[src/rtl/urng_pkg.sv]
// Shared types, constants and the Tausworthe step function for the URNG scheduler.
package urng_pkg;

  typedef enum logic [1:0] {
    ST_SEED,
    ST_WARMUP,
    ST_SERVE
  } state_t;

  // Smallest legal seed per component; smaller values degenerate the recurrence.
  localparam logic [31:0] SEED0_MIN = 32'd2;
  localparam logic [31:0] SEED1_MIN = 32'd8;
  localparam logic [31:0] SEED2_MIN = 32'd16;

  localparam logic [31:0] MASK0 = 32'hFFFF_FFFE;
  localparam logic [31:0] MASK1 = 32'hFFFF_FFF8;
  localparam logic [31:0] MASK2 = 32'hFFFF_FFF0;

  typedef struct packed {
    logic [31:0] s0;
    logic [31:0] s1;
    logic [31:0] s2;
  } seeds_t;

  // One step of the three-component Tausworthe recurrence.
  function automatic seeds_t taus_step(input logic [31:0] s0,
                                       input logic [31:0] s1,
                                       input logic [31:0] s2);
    seeds_t      n;
    logic [31:0] b;
    b    = ((s0 << 13) ^ s0) >> 19;
    n.s0 = ((s0 & MASK0) << 12) ^ b;
    b    = ((s1 << 2) ^ s1) >> 25;
    n.s1 = ((s1 & MASK1) << 4) ^ b;
    b    = ((s2 << 3) ^ s2) >> 11;
    n.s2 = ((s2 & MASK2) << 17) ^ b;
    return n;
  endfunction

  function automatic logic seeds_ok(input logic [31:0] s0,
                                    input logic [31:0] s1,
                                    input logic [31:0] s2);
    return (s0 >= SEED0_MIN) && (s1 >= SEED1_MIN) && (s2 >= SEED2_MIN);
  endfunction

endpackage

[src/rtl/urng_taus_core.sv]
// Tausworthe generator core: three seed registers, load or step per cycle.
module urng_taus_core
  import urng_pkg::*;
#(
  parameter logic [31:0] SEED0_DEF = 32'h0000_1234,
  parameter logic [31:0] SEED1_DEF = 32'h0000_5678,
  parameter logic [31:0] SEED2_DEF = 32'h0009_ABCD
) (
  input  logic        clock,
  input  logic        re_set,
  input  logic        load,
  input  logic [31:0] seed0,
  input  logic [31:0] seed1,
  input  logic [31:0] seed2,
  input  logic        step,
  output logic [31:0] out
);

  seeds_t s;
  seeds_t s_next;

  assign s_next = taus_step(s.s0, s.s1, s.s2);
  assign out    = s.s0 ^ s.s1 ^ s.s2;

  // Seed state: load has priority over step.
  always_ff @(posedge clock or posedge re_set) begin
    if (re_set)    s <= {SEED0_DEF, SEED1_DEF, SEED2_DEF};
    else if (load) s <= {seed0, seed1, seed2};
    else if (step) s <= s_next;
  end

endmodule

[src/rtl/urng_scheduler.sv]
// Seed sequencer, warm-up controller and round-robin arbiter sharing one URNG core.
module urng_scheduler
  import urng_pkg::*;
#(
  parameter int          NREQ      = 4,
  parameter int          WARMUP    = 16,
  parameter logic [31:0] SEED0_DEF = 32'h0000_1234,
  parameter logic [31:0] SEED1_DEF = 32'h0000_5678,
  parameter logic [31:0] SEED2_DEF = 32'h0009_ABCD
) (
  input  logic            clock,
  input  logic            re_set,
  input  logic [NREQ-1:0] req,
  output logic [NREQ-1:0] gnt,
  output logic [31:0]     rnd_data,
  output logic            rnd_valid,
  input  logic            cfg_we,
  input  logic [1:0]      cfg_addr,
  input  logic [31:0]     cfg_wdata,
  input  logic            cfg_start,
  output logic            busy,
  output logic            seed_err
);

  localparam int          PW = (NREQ > 1) ? $clog2(NREQ) : 1;
  localparam int unsigned NR = NREQ;

  state_t          state, state_n;
  logic [7:0]      wcnt, wcnt_n;
  logic [PW-1:0]   ptr, ptr_n, win;
  logic [NREQ-1:0] gnt_n;
  logic [31:0]     rnd_n;
  logic            seed_err_n;
  logic            found;
  int unsigned     idx;
  logic            commit_ok;
  logic            core_load, core_step;
  logic [31:0]     core_out;
  logic [31:0]     sh0, sh1, sh2;
  logic [31:0]     cm0, cm1, cm2;

  urng_taus_core #(
    .SEED0_DEF(SEED0_DEF),
    .SEED1_DEF(SEED1_DEF),
    .SEED2_DEF(SEED2_DEF)
  ) u_core (
    .clock (clock),
    .re_set(re_set),
    .load  (core_load),
    .seed0 (cm0),
    .seed1 (cm1),
    .seed2 (cm2),
    .step  (core_step),
    .out   (core_out)
  );

  assign busy      = (state != ST_SERVE);
  assign commit_ok = seeds_ok(sh0, sh1, sh2);

  // State register.
  always_ff @(posedge clock or posedge re_set) begin
    if (re_set) state <= ST_SEED;
    else        state <= state_n;
  end

  // Next state, arbitration and core control; cfg_start overrides the case decisions.
  always_comb begin
    state_n    = state;
    wcnt_n     = wcnt;
    ptr_n      = ptr;
    gnt_n      = '0;
    rnd_n      = rnd_data;
    seed_err_n = 1'b0;
    core_load  = 1'b0;
    core_step  = 1'b0;
    found      = 1'b0;
    win        = '0;
    idx        = 0;

    for (int unsigned k = 0; k < NR; k++) begin
      idx = 32'(ptr) + k;
      if (idx >= NR) idx = idx - NR;
      if (!found && req[idx[PW-1:0]]) begin
        found = 1'b1;
        win   = idx[PW-1:0];
      end
    end

    case (state)
      ST_SEED: begin
        core_load = 1'b1;
        wcnt_n    = '0;
        state_n   = ST_WARMUP;
      end
      ST_WARMUP: begin
        core_step = 1'b1;
        wcnt_n    = wcnt + 8'd1;
        if (wcnt == 8'(WARMUP - 1)) state_n = ST_SERVE;
      end
      ST_SERVE: begin
        if (!cfg_start && found) begin
          gnt_n[win] = 1'b1;
          rnd_n      = core_out;
          core_step  = 1'b1;
          ptr_n      = (win == PW'(NREQ - 1)) ? '0 : win + 1'b1;
        end
      end
      default: state_n = ST_SEED;
    endcase

    if (cfg_start) begin
      if (commit_ok) state_n    = ST_SEED;
      else           seed_err_n = 1'b1;
    end
  end

  // Output, pointer and warm-up counter registers.
  always_ff @(posedge clock or posedge re_set) begin
    if (re_set) begin
      gnt       <= '0;
      rnd_data  <= '0;
      rnd_valid <= 1'b0;
      seed_err  <= 1'b0;
      ptr       <= '0;
      wcnt      <= '0;
    end else begin
      gnt       <= gnt_n;
      rnd_data  <= rnd_n;
      rnd_valid <= |gnt_n;
      seed_err  <= seed_err_n;
      ptr       <= ptr_n;
      wcnt      <= wcnt_n;
    end
  end

  // Shadow seeds and the committed copy the SEED state loads from; the commit
  // snapshots the shadows so same-cycle or later writes cannot leak into the load.
  always_ff @(posedge clock or posedge re_set) begin
    if (re_set) begin
      sh0 <= SEED0_DEF;
      sh1 <= SEED1_DEF;
      sh2 <= SEED2_DEF;
      cm0 <= SEED0_DEF;
      cm1 <= SEED1_DEF;
      cm2 <= SEED2_DEF;
    end else begin
      if (cfg_start && commit_ok) begin
        cm0 <= sh0;
        cm1 <= sh1;
        cm2 <= sh2;
      end
      if (cfg_we) begin
        case (cfg_addr)
          2'd0:    sh0 <= cfg_wdata;
          2'd1:    sh1 <= cfg_wdata;
          2'd2:    sh2 <= cfg_wdata;
          default: ;
        endcase
      end
    end
  end

endmodule

[config.mk]
export PLATFORM = sky130hd
export DESIGN_NAME = urng_scheduler
export DESIGN_NICKNAME = d
export VERILOG_FILES = /design/src/rtl/urng_pkg.sv /design/src/rtl/urng_taus_core.sv /design/src/rtl/urng_scheduler.sv
export SDC_FILE = /design/constraint.sdc
export NUM_CORES = 1
export LEC_CHECK = 0
export ABC_AREA = 1
export BUFFER_PORTS_ARGS = -buffer_cell sky130_fd_sc_hd__buf_2
export CAP_MARGIN = 5
export CORE_MARGIN = 2
export CORE_UTILIZATION = 40
export DETAILED_ROUTE_END_ITERATION = 10
export SYNTH_ARGS = -nofsm -noshare
export SYNTH_HDL_FRONTEND = slang
export SYNTH_SLANG_ARGS = --single-unit
[constraint.sdc]
create_clock -name clock -period 10.37 [get_ports clock]
set_clock_uncertainty 0.2 [all_clocks]
set_input_delay 1.5555 -clock clock [delete_from_list [all_inputs] [get_ports clock]]
set_output_delay 1.5555 -clock clock [all_outputs]
set_load 0.1 [all_outputs]
# Word-level counts from Yosys, hierarchy flattened
# Cells that the tools add are included.
[totals]
reg_bits = 338
inputBits = 42
elab_cells = 111
[op_classes]
n_addsub = 9
n_lt_le_gt_ge = 13
eq_ne = 7
muxes = 37
n_bitwise = 8
reduce_logical = 21
[ops]
columns = ["operator", "n"]
rows = [
  ["two-way mux 96 bit", 2],
  ["bitwise XOR 32 bit", 5],
  [">= comparator 32 x 2 -> 1 bit (second input constant)", 1],
  [">= comparator 32 x 4 -> 1 bit (second input constant)", 1],
  [">= comparator 32 x 5 -> 1 bit (second input constant)", 1],
  ["bitwise XOR 32 x 13 -> 32 bit", 1],
  ["bitwise XOR 32 x 21 -> 32 bit", 1],
  ["bitwise XOR 32 x 7 -> 32 bit", 1],
  ["two-way mux 2 bit", 12],
  ["case mux 8 bit (2 select lines)", 1],
  ["less-than comparator 2 x 3 -> 1 bit (second input constant)", 5],
  ["two-way mux 1 bit", 13],
  [">= comparator 3 bit (second input constant)", 3],
  ["adder 8 x 1 -> 8 bit (second input constant)", 1],
  ["binary-select mux 1 bit (select 2 bit)", 4],
  ["== test 8 x 4 -> 1 bit (second input constant)", 1],
  ["logical AND 1 bit", 8],
  ["two-way mux 4 bit", 2],
  ["AND reduction 2 bit", 4],
  ["subtractor 2 x 1 -> 2 bit (second input constant)", 4],
  ["adder 2 x 2 -> 3 bit (second input constant)", 2],
  ["== test 2 bit (second input constant)", 3],
  ["case mux 2 bit (3 select lines)", 1],
  ["== test 2 x 1 -> 1 bit (second input constant)", 2],
  ["11 further kinds", 16],
]

# Logic depth before layout (Yosys ltp)
# Gate-level depths: netlist (run 1).
[logic_depth]
ltp_word = 21
ltp_mapped = 15
ltp_nobuf = 15

# Cells and area by module
# From an unflattened synthesis (run 1), not the netlist that was laid out.
[unflattened]
cells_unflattened = 1838
area_unflattened_um2 = 15722.6
[modules_own_cells]
columns = ["mod", "n_inst", "cells_per_inst", "area_each_um2", "seq_area_each_um2"]
rows = [
  ["urng_scheduler", 1, 1159, 10243.6, 6118.4],
  ["urng_taus_core", 1, 679, 5479.0, 2433.6],
]

# Worst setup path after synthesis (run 1)
# Ideal clock, no wire load.
[synth_path]
path_type = "register to output"
from = "reg state[0]"
to = "out busy"
t_arrival_ps = 1248
path_slack_ps = 7367
stages_incl_launch_ff = 4
n_path_buf = 0
path_cell_list = "dfrtp_1 -> inv_1 -> ha_1 -> inv_1"
[synth_via]
elab_chain_cells = 1
[synth_rtl]
columns = ["element", "line", "text"]
rows = [
  ["start: declaration", "urng_scheduler.sv:28", "state_t state, state_n;"],
  ["start signal: assignment", "urng_scheduler.sv:63", "else state <= state_n;"],
  ["!= test 2 bit", "urng_scheduler.sv:57", "assign busy = (state != ST_SERVE);"],
  ["end: declaration", "urng_scheduler.sv:21", "output logic busy,"],
]
# Every way passes these cells.

# Worst setup path after layout (run 1)
[layout_path]
from = "in req[3]"
to = "reg u_core.s[72] (netlist bit)"
[layout_via]
elab_chain_cells = 16
word_cells_on_any_way = 22
classes_between = "mux (14); reduce/logical (8)"
[layout_rtl]
columns = ["element", "line", "text"]
rows = [
  ["start: declaration", "urng_scheduler.sv:13", "input logic [NREQ-1:0] req,"],
  ["binary-select mux 1 bit (select 2 bit)", "urng_scheduler.sv:83", "if (!found && req[idx[PW-1:0]]) begin"],
  ["two-way mux 1 bit (not written as such)", "urng_scheduler.sv:83", ""],
  ["two-way mux 1 bit", "urng_scheduler.sv:83", ""],
  ["zero test 1 bit", "urng_scheduler.sv:83", ""],
  ["logical AND 1 bit", "urng_scheduler.sv:83", ""],
  ["two-way mux 1 bit", "urng_scheduler.sv:83", ""],
  ["zero test 1 bit", "urng_scheduler.sv:83", ""],
  ["logical AND 1 bit", "urng_scheduler.sv:83", ""],
  ["two-way mux 1 bit", "urng_scheduler.sv:83", ""],
  ["zero test 1 bit", "urng_scheduler.sv:83", ""],
  ["logical AND 1 bit", "urng_scheduler.sv:83", ""],
  ["two-way mux 1 bit (*)", "urng_scheduler.sv:83", ""],
  ["logical AND 1 bit (*)", "urng_scheduler.sv:101", "if (!cfg_start && found) begin"],
  ["two-way mux 1 bit (*)", "urng_scheduler.sv:101", ""],
  ["case mux 1 bit (2 select lines) (*)", "urng_scheduler.sv:89", "case (state)"],
  ["nonzero test 2 bit (no line) (*)", "--", ""],
  ["end signal: assignment", "urng_taus_core.sv:27", "if (re_set) s <= {SEED0_DEF, SEED1_DEF, SEED2_DEF};"],
  ["end signal: assignment", "urng_taus_core.sv:28", "else if (load) s <= {seed0, seed1, seed2};"],
  ["end signal: assignment", "urng_taus_core.sv:29", "else if (step) s <= s_next;"],
  ["end: declaration", "urng_taus_core.sv:19", "seeds_t s;"],
]
# Mark *: on every way between the ends. The rest lies on a longest branch, timed or not. The select of a mux whose other input is x is not followed.
# A chain may end at the register's enable or synchronous reset.

==> out/metrics.csv, run 1 <==
metric,value,unit
Worst Setup Path Type,in2reg,
Bufs on Longest Clock Path,3,
number of distinct library cells after synthesis,32,
H-tree Lvls,2,
die area,41100,µm²
Worst Tran Pin Value,1120,ps
Slew headroom,25.1,%
setup TNS,0,ps
total wire length,45700,µm
Area Overhead vs Synth,12.1,%
period utilisation layout,45.4,%
Synth Cell Area,15800,µm²
"count leader, synth",nand2_1,
syn avg cell area,8.15,µm²
yosys warns,0,
"area leader, netlist",dfrtp_1,
Area after DPL,16400,µm²
share of layout cells above drive strength 1,12.3,%
Area contributors post-synth,"dfrtp_1, nand2_1, dfstp_2",
worst path arrival time,4980,ps
Peak supply drop,0.102,mV
Required @ worst endpoint,10640,ps
fillers,3886,
final hold vios,0,
min-delay worst type,reg2reg,
Post-synth EDFFs,0,
vias in the first global route,12309,
nets@finish,1996,
"Top FF cell, synth",dfrtp_1,
setup violators final,0,
clk slew on worst S/H paths,60,ps
syn_nets,1988,
via count,13055,
first-pass GRT wire length,72700,µm
Max Cap Viol,0,
Die W,203,µm
cts bufs inserted,37,
Core Area,38800,µm²
Final Slew Violations,0,
RSZ-0062 raised after global routing,no,
drt via density,5.24,
Starting Density,40.7,%
gr ovfl total,0,
outcome,finished clean,
Commonest cells post-synth,"nand2_1, dfrtp_1, o21ai_0",
post-synthesis cell count,1937,
WL/cell,18.3,µm
nature of the critical path startpoint,input pin,
maximum number of pins on one net before global-route repair,98,
clock tree sinks,338,
# IOs,81,
total power,4.02,mW
Post-CTS Setup Inserts,0,
Peak Freq,213,MHz
CTS root buf,clkbuf_16,
post-synthesis register bit count,338,
"Design Area, Final",17700,µm²
TritonRoute pass-1 iters,5,
power per cell area,227,nW/µm²
num rows,72,
Critical Path End Type,flip-flop,
PortBufs,80,
Detail Placement HPWL,31300,µm
DRT iter0 DRCs,1397,
worst skew pair latency,540,ps
final antenna-violating net count,0,
Antenna Cells,0,
die height,203,µm
"Seq/Total Area, Yosys",54.2,%
DRC Markers,0,
initial antenna violation count,0,
RePlAce Congestion,0.864,
critical-path maximum fanout,97,
hold_buf cts,0,
Total GRT Usage,22.7,%
share of the synthesized area in the top cell type,41.7,%
post-cts sizing count,0,
total leakage power,9.06,nW
TritonCTS clock tree,yes,
"Async S/R FF share, synth",100,%
crit path time final,4700,ps
-- where the power goes --
group / switching (mW) / total (mW) / internal [mW]
registers: 0.269 / 1.87 / 1.60
logic: 0.514 / 0.789 / 0.275
clock network: 0.542 / 1.36 / 0.822
-- path summary, 6_finish.rpt --
check | slack [ps] | cells after the start | end | from
max in group asynchronous | 7090 | 4 | sh0[14]$_DFFE_PP0P_ | re_set
min in group asynchronous | 790 | 2 | wcnt[4]$_DFFE_PP0P_ | re_set
min | 270 | 2 | cm1[12]$_DFFE_PP1P_ | cm1[12]$_DFFE_PP1P_
max reg2reg | 6060 | 12 | u_core.s[72]$_DFFE_PP0P_ | ptr[0]$_DFFE_PP0P_
max | 5670 | 12 | u_core.s[72]$_DFFE_PP0P_ | req[3]
min reg2reg | 270 | 2 | cm1[12]$_DFFE_PP1P_ | cm1[12]$_DFFE_PP1P_
-- cells in the final DEF, fill, tap and decap left out, types with 3 or more instances in the layout --
cell type / count
dfrtp_1: 263
dfstp_2: 75
nor2_1: 72
xor2_1: 32
bufinv_16: 3
nand2_4: 3
clkbuf_16: 39
nand3_1: 104
buf_2: 80
buf_4: 12
ha_1: 8
xnor2_1: 36
o21ai_0: 178
nand2_1: 814
nor3_1: 5
a21oi_1: 36
clkbuf_8: 8
clkbuf_1: 9
clkinv_2: 7
nand4_1: 101
inv_1: 64
-- per-layer routing --
| layer | up-vias | global-route usage, % | routed length [µm] |
|---|---|---|---|
| met3 | 59 | 3.07 | 2780 |
| li1 | 6290 | - | - |
| met5 | - | 0 | 0 |
| met2 | 426 | 32.9 | 19700 |
| met1 | 6280 | 35.4 | 22300 |
| met4 | 0 | 6.05 | 928 |
-- worst max-delay path, stage by stage --
cell     delay [ps]
buf_2           110
inv_1            40
nand2_1          50
nand3_1         140
nand2_1         130
nor2_4          170
nand3_2         100
nand2_4         460
nand2_4         760
nand2_4        1090
nand2_1         140
nand2_1         100
-- flip-flops by register name, indices dropped and copies added (netlist names) --
name / count
seed_err: 1
rnd_valid: 1
gnt: 4
cm1: 32
u_core.s: 96
ptr: 2
cm2: 32
sh0: 32
wcnt: 8
rnd_data: 32
state: 2
sh2: 32
cm0: 32
sh1: 32
-- kinds of logic (layout without fill, tap and decap cells) --
kind of cell / count (synthesis) / in the layout / share of synthesized area, %
AOI/OAI and AO/OA: 223 / 223 / 7.21
and+or+nand+nor: 1108 / 1108 / 29.1
xor gates and xnor gates: 68 / 68 / 3.77
buffers and inverters: 190 / 227 / 4.95
adders and majority gates: 9 / 9 / 0.713
muxes: 1 / 1 / 0.0634
DFF: 338 / 338 / 54.2
-- per-stage QoR --
stage                     setup WS [ps]  std cells  hold slack [ps]  utilization, %
after floorplan                    4160       1937              242               -
after global placement             5270       2424              253            42.3
after detailed placement           5210       2424              259            42.3
after CTS                          5760       2492              268            45.6
after global routing               5230       2492              280            45.6
final                              5670       2492              266            45.6
-- area by class of cell --
class                      instances  area [µm²]  share of cell area [%]
clock buffer                      56        1120                    6.33
clock inverter                    12         141                   0.799
inverter                          67         255                    1.44
multi-input combinational       1409        6490                    36.7
sequential                       338        8550                    48.3
tap                              518         648                    3.66
timing repair buffer              92         490                    2.77
Note: power is estimated with default switching activity, not from simulation.
==> inputs of run 2 (changes only) <==
==> constraint.sdc (replaced) <==
create_clock -name clock -period 3.94 [get_ports clock]
set_clock_uncertainty 0.2 [all_clocks]
set_input_delay 0.591 -clock clock [delete_from_list [all_inputs] [get_ports clock]]
set_output_delay 0.591 -clock clock [all_outputs]
set_load 0.1 [all_outputs]
==> out/metrics.csv, run 2 (synthesis gave the netlist of run 1 again) <==
metric,value,unit,change
outcome,finished clean,,unchanged
worst skew pair latency,520,ps,was 540 ps
final antenna-violating net count,0,,unchanged
nets@finish,2004,,was 1996
Area Overhead vs Synth,13.2,%,was 12.1%
Worst Setup Path Type,reg2reg,,was in2reg
Total GRT Usage,22.6,%,was 22.7%
Final Slew Violations,0,,unchanged
initial antenna violation count,0,,unchanged
Starting Density,40.7,%,unchanged
PortBufs,80,,unchanged
Area after DPL,16600,µm²,was 16400 µm²
Antenna Cells,0,,unchanged
Peak Freq,350,MHz,
RSZ-0062 raised after global routing,no,,unchanged
worst path arrival time,3110,ps,was 4980 ps
Required @ worst endpoint,4190,ps,was 10640 ps
"commonest non-fill, non-tap cell in the layout",nand2_1,,unchanged
nature of the critical path startpoint,flip-flop,,was input pin
Biggest register,u_core.s,,unchanged
RePlAce Congestion,0.857,,was 0.864
Detail Placement HPWL,31400,µm,was 31300 µm
Max Cap Viol,0,,unchanged
Die W,203,µm,unchanged
share of layout cells above drive strength 1,12.5,%,was 12.3%
Critical Path End Type,flip-flop,,unchanged
min-delay worst type,in2async,,was reg2reg
H-tree Lvls,2,,unchanged
total power,10.7,mW,was 4.02 mW
Slew headroom,25.9,%,was 25.1%
Bufs on Longest Clock Path,3,,unchanged
clock tree sinks,338,,unchanged
cts bufs inserted,39,,was 37
register area,8550,µm²,unchanged
power per cell area,599,nW/µm²,was 227 nW/µm²
critical-path maximum fanout,136,,was 97
TritonRoute pass-1 iters,6,,was 5
final hold vios,0,,unchanged
DRC Markers,0,,unchanged
DRT iter0 DRCs,1381,,was 1397
number of flip-flops in the largest register,96,,unchanged
"Design Area, Final",17900,µm²,was 17700 µm²
period utilisation layout,72.6,%,
gr ovfl total,0,,unchanged
Core Area,38800,µm²,unchanged
"commonest non-fill, non-tap cells in the layout","nand2_1, dfrtp_1, o21ai_0",,unchanged
crit path time final,2860,ps,
maximum number of pins on one net before global-route repair,137,,was 98
die height,203,µm,unchanged
hold_buf cts,0,,unchanged
Post-CTS Setup Inserts,0,,unchanged
# IOs,81,,unchanged
TritonCTS clock tree,yes,,unchanged
vias in the first global route,12497,,was 12309
fillers,3851,,was 3886
post-cts sizing count,0,,unchanged
total leakage power,9.13,nW,was 9.06 nW
CTS root buf,clkbuf_16,,unchanged
clk slew on worst S/H paths,60,ps,about the same
drt via density,5.24,,about the same
Worst Tran Pin Value,1110,ps,was 1120 ps
setup violators final,0,,unchanged
num rows,72,,unchanged
via count,13099,,was 13055
total wire length,45800,µm,was 45700 µm
Multi-input gate area,6490,µm²,unchanged
first-pass GRT wire length,72700,µm,about the same
Peak supply drop,0.359,mV,was 0.102 mV
die area,41100,µm²,unchanged
WL/cell,18.3,µm,about the same
[run 2: cell count changes in the layout (fill, tap and decap cells not counted)]
cell / before / now
bufinv_16: 3 / 5
clkinv_2: 7 / 6
buf_12: 0 / 6
clkbuf_1: 9 / 11
clkbuf_8: 8 / 7
[run 2: area by class of cell]
class	instances	area share (%)
sequential	338	47.9
multi-input combinational	1409	36.3
clock buffer	57	6.23
tap	518	3.63
timing repair buffer	98	3.42
inverter	67	1.43
clock inverter	13	1.10
[run 2: path summary, 6_finish.rpt]
kind	startpoint	to	slack, ps	cells after the start
setup / recovery	state[0]$_DFF_PP0_	u_core.s[24]$_DFFE_PP0P_	1080	7
hold / removal	re_set	wcnt[4]$_DFFE_PP0P_	10	2
setup reg to reg	state[0]$_DFF_PP0_	u_core.s[24]$_DFFE_PP0P_	1080	7
hold reg to reg	cm1[6]$_DFFE_PP1P_	cm1[6]$_DFFE_PP1P_	260	2
max in group asynchronous	re_set	sh1[5]$_DFFE_PP1P_	2540	3
min in group clock	cfg_wdata[7]	sh2[7]$_DFFE_PP1P_	130	3
[run 2: power breakdown]
| part | total [mW] | leakage [nW] | switching [mW] | internal (mW) |
|---|---|---|---|---|
| Sequential | 4.93 | 4.11 | 0.722 | 4.21 |
| Clock | 3.71 | 0.643 | 1.42 | 2.29 |
| Combinational | 2.06 | 4.38 | 1.33 | 0.735 |
[run 2: worst max-delay path: stages, from the launching register on]
cell and delay, ps:
dfrtp_1 410, inv_1 150, ha_4 180, buf_12 410, or2_4 240, buf_4 790
nand3_1 180, nand2_1 130
[run 2: metrics by stage]
stage / instances / TNS (ps) / utilization, % / hold slack (ps) / setup slack [ps]
6_report: 2500 / 0 / 46.0 / 13.6 / 1080
5_1_grt: 2500 / 0 / 46.0 / 42.6 / 827
4_1_cts: 2500 / 0 / 46.0 / 15.8 / 1100
3_5_place_dp: 2430 / 0 / 42.6 / 258 / 1120
3_3_place_gp: 2430 / 0 / 42.6 / 253 / 1160
2_1_floorplan: 1937 / -351570 / - / 242 / -1310
[run 2: per-layer routing]
metal  global-route usage [%]  vias up  part of all wire (%)
li1                         -     6314                     -
met1                     34.2     6290                    48
met2                     33.6      429                    43
met3                     3.29       66                   6.5
met4                     6.41        0                   2.5
met5                        0        -                     0
==> inputs of run 3 (changes only) <==
--- a/config.mk
+++ b/config.mk
@@ -5,7 +5,7 @@
 export SDC_FILE = /design/constraint.sdc
 export NUM_CORES = 1
 export LEC_CHECK = 0
-export ABC_AREA = 1
+export ABC_AREA = 0
 export BUFFER_PORTS_ARGS = -buffer_cell sky130_fd_sc_hd__buf_2
 export CAP_MARGIN = 5
 export CORE_MARGIN = 2
==> constraint.sdc (replaced) <==
create_clock -name clock -period 2.5 [get_ports clock]
set_clock_uncertainty 0.2 [all_clocks]
set_input_delay 0.375 -clock clock [delete_from_list [all_inputs] [get_ports clock]]
set_output_delay 0.375 -clock clock [all_outputs]
set_load 0.1 [all_outputs]
==> out/metrics.csv, run 3 <==
metric,value,unit,change
outcome,finished clean,,unchanged
clock tree sinks,338,,unchanged
xor and xnor fraction of the mapped netlist area,6.27,%,was 3.77%
syn avg cell area,12.1,µm²,was 8.15 µm²
crit path time final,2430,ps,
Worst Tran Pin Value,576,ps,was 1110 ps
reg2reg setup slack,90,ps,was 1080 ps
Cells on Worst Hold Path,2,,
Peak supply drop,0.540,mV,was 0.359 mV
vias in the first global route,9348,,was 12497
Slew headroom,61.3,%,was 25.9%
number of flip-flops in the largest register,96,,unchanged
RePlAce Congestion,0.875,,was 0.857
nets@finish,1406,,was 2004
adder-cell share of the synthesized area,0.760,%,was 0.713%
TritonCTS clock tree,yes,,unchanged
fillers,3257,,was 3851
"Async S/R FF share, synth",100,%,unchanged
post-synthesis register bit count,338,,unchanged
die area,38600,µm²,was 41100 µm²
"area leader, netlist",dfrtp_1,,unchanged
min-delay worst type,in2reg,,was in2async
Synth Cell Area,14800,µm²,was 15800 µm²
Max Cap Viol,0,,unchanged
Commonest cells post-synth,"dfrtp_1, mux2_2, nand2_1",,"was nand2_1, dfrtp_1, o21ai_0"
reg2reg end,cm2[10]$_DFFE_PP0P_,,was u_core.s[24]$_DFFE_PP0P_
RSZ-0062 raised after global routing,no,,unchanged
total wire length,38200,µm,was 45800 µm
Bufs on Longest Clock Path,3,,unchanged
mux cell area share after synthesis,18.8,%,was 0.0634%
Area Overhead vs Synth,18.9,%,was 13.2%
setup TNS,0,ps,unchanged
nature of the critical path startpoint,flip-flop,,unchanged
die height,196,µm,was 203 µm
worst path arrival time,1850,ps,was 3110 ps
maximum number of pins on one net before global-route repair,80,,was 137
Multi-input gate area,5920,µm²,was 6490 µm²
Core Area,36500,µm²,was 38800 µm²
Post-CTS Setup Inserts,0,,unchanged
hold slack,39.8,ps,was 13.6 ps
Worst Setup Path Type,reg2out,,was reg2reg
Detail Placement HPWL,28100,µm,was 31400 µm
Die W,196,µm,was 203 µm
Biggest register,u_core.s,,unchanged
CTS root buf,clkbuf_16,,unchanged
final antenna-violating net count,0,,unchanged
share of the synthesized area in the top cell type,44.4,%,was 41.7%
DRT iter0 DRCs,624,,was 1381
# IOs,81,,unchanged
critical-path maximum fanout,4,,was 136
power per cell area,974,nW/µm²,was 599 nW/µm²
cell count of the worst reg-to-reg path,6,,was 7
PortBufs,80,,unchanged
setup violators final,0,,unchanged
initial antenna violation count,0,,unchanged
clk slew on worst S/H paths,60,ps,about the same
"count leader, synth",dfrtp_1,,was nand2_1
"commonest non-fill, non-tap cells in the layout","dfrtp_1, mux2_2, nand2_1",,"was nand2_1, dfrtp_1, o21ai_0"
Area contributors post-synth,"dfrtp_1, dfstp_2, mux2_2",,"was dfrtp_1, nand2_1, dfstp_2"
"commonest non-fill, non-tap cell in the layout",dfrtp_1,,was nand2_1
DRC Markers,0,,unchanged
yosys warns,0,,unchanged
worst skew pair latency,520,ps,about the same
share of layout cells above drive strength 1,33.5,%,was 12.5%
via count,9543,,was 13099
Post-synth EDFFs,0,,unchanged
Antenna Cells,0,,unchanged
Required @ worst endpoint,1920,ps,was 4190 ps
total leakage power,7.73,nW,was 9.13 nW
TritonRoute pass-1 iters,5,,was 6
"Seq/Total Area, Yosys",57.7,%,was 54.2%
largest family of logic cells by synthesized area,multiplexers,,was simple AND/OR/NAND/NOR gates
Total GRT Usage,20.3,%,was 22.6%
gr ovfl total,0,,unchanged
Peak Freq,412,MHz,
Starting Density,40.6,%,was 40.7%
final hold vios,0,,unchanged
cts bufs inserted,37,,was 39
RR Startpoint,sh0[2]$_DFFE_PP1P_,,was state[0]$_DFF_PP0_
WL/cell,20.6,µm,was 18.3 µm
"Top FF cell, synth",dfrtp_1,,unchanged
Hold EP,sh1[25]$_DFFE_PP0P_,,
post-synthesis cell count,1220,,was 1937
Final Slew Violations,0,,unchanged
syn_nets,1271,,was 1988
Hold Startpoint,cfg_wdata[25],,
CP startpoint,state[0]$_DFF_PP0_,,unchanged
Critical Path End Type,primary output,,was flip-flop
first-pass GRT wire length,58900,µm,was 72700 µm
Post-Synth Simple-Gate Area,7.32,%,was 29.1%
num rows,70,,was 72
drt via density,5.16,,was 5.24
period utilisation layout,97.0,%,
Compound-Gate Fraction of Synth Area,6.50,%,was 7.21%
register area,8550,µm²,unchanged
H-tree Lvls,2,,unchanged
number of distinct library cells after synthesis,35,,was 32
run 3: changes by cell type after synthesis, sizes merged, moves of 49 or more:
cell / before / now
nand4: 101 / 8
mux2i: 1 / 56
nand3: 107 / 5
mux2: 0 / 192
nand2: 819 / 141
clkbuf: 87 / 38
inv: 67 / 9
run 3: report_power, final:
group	switching [mW]	internal, mW
clock network	2.12	3.04
registers	1.48	6.91
logic	1.72	1.89
run 3: timing repair:
action | 4_1_cts | 5_1_grt
endpoints found under the setup margin | 92 | 55
resized for setup | 1 | 1
hold buffers | 32 | 0
hold endpoints to repair | 107 | 0
run 3: logic make-up (layout without fill, tap and decap cells):
| kind of cell | Yosys count | in the layout |
|---|---|---|
| mux | 248 | 248 |
| flops | 338 | 338 |
| xor+xnor | 106 | 106 |
| simple gates | 249 | 249 |
| compound gates | 190 | 190 |
| fa+ha+maj | 9 | 9 |
| buf+inv | 80 | 242 |
run 3: critical path: stages (launching register included):
cell,delay [ps]
dfrtp_1,390
inv_1,110
ha_1,220
buf_4,150
inv_1,50
buf_2,410
run 3: cell type report:
| cell class | instances | area share (%) |
|---|---|---|
| flip-flops and latches | 338 | 48.5 |
| multi-input cells | 802 | 33.6 |
| repair buffers | 167 | 7.78 |
| clock buffers | 59 | 6.31 |
| well taps | 468 | 3.32 |
| clock inverters | 7 | 0.220 |
| inverters | 9 | 0.213 |
run 3: worst max path at each step:
stage	end
floorplan	cm0[0]$_DFFE_PP0P_
global placement	cm0[15]$_DFFE_PP0P_
detailed placement	cm0[15]$_DFFE_PP0P_
CTS	cm0[15]$_DFFE_PP0P_
global route	cm0[20]$_DFFE_PP0P_
finish	busy
run 3: per-stage QoR:
step | cell area (µm²) | utilization, % | total power, mW | setup WS, ps | instances
finish | 17600 | 48.2 | 17.2 | 74.2 | 1850
global route | 17600 | 48.2 | 18.0 | 0.690 | 1850
CTS | 17600 | 48.2 | 17.3 | 35.7 | 1850
detailed placement | 16100 | 44.2 | 12.0 | -64.2 | 1752
global placement | 16100 | 44.2 | 11.9 | -98.8 | 1752
floorplan | 14800 | - | 10.4 | -2530 | 1220
run 3: layer usage:
metal | vias up | part of all wire, % | track usage (%)
met5 | - | 0 | 0
li1 | 4487 | - | -
met3 | 54 | 3.7 | 2.52
met2 | 200 | 45 | 31.4
met1 | 4802 | 50 | 30.4
met4 | 0 | 1.9 | 4.83
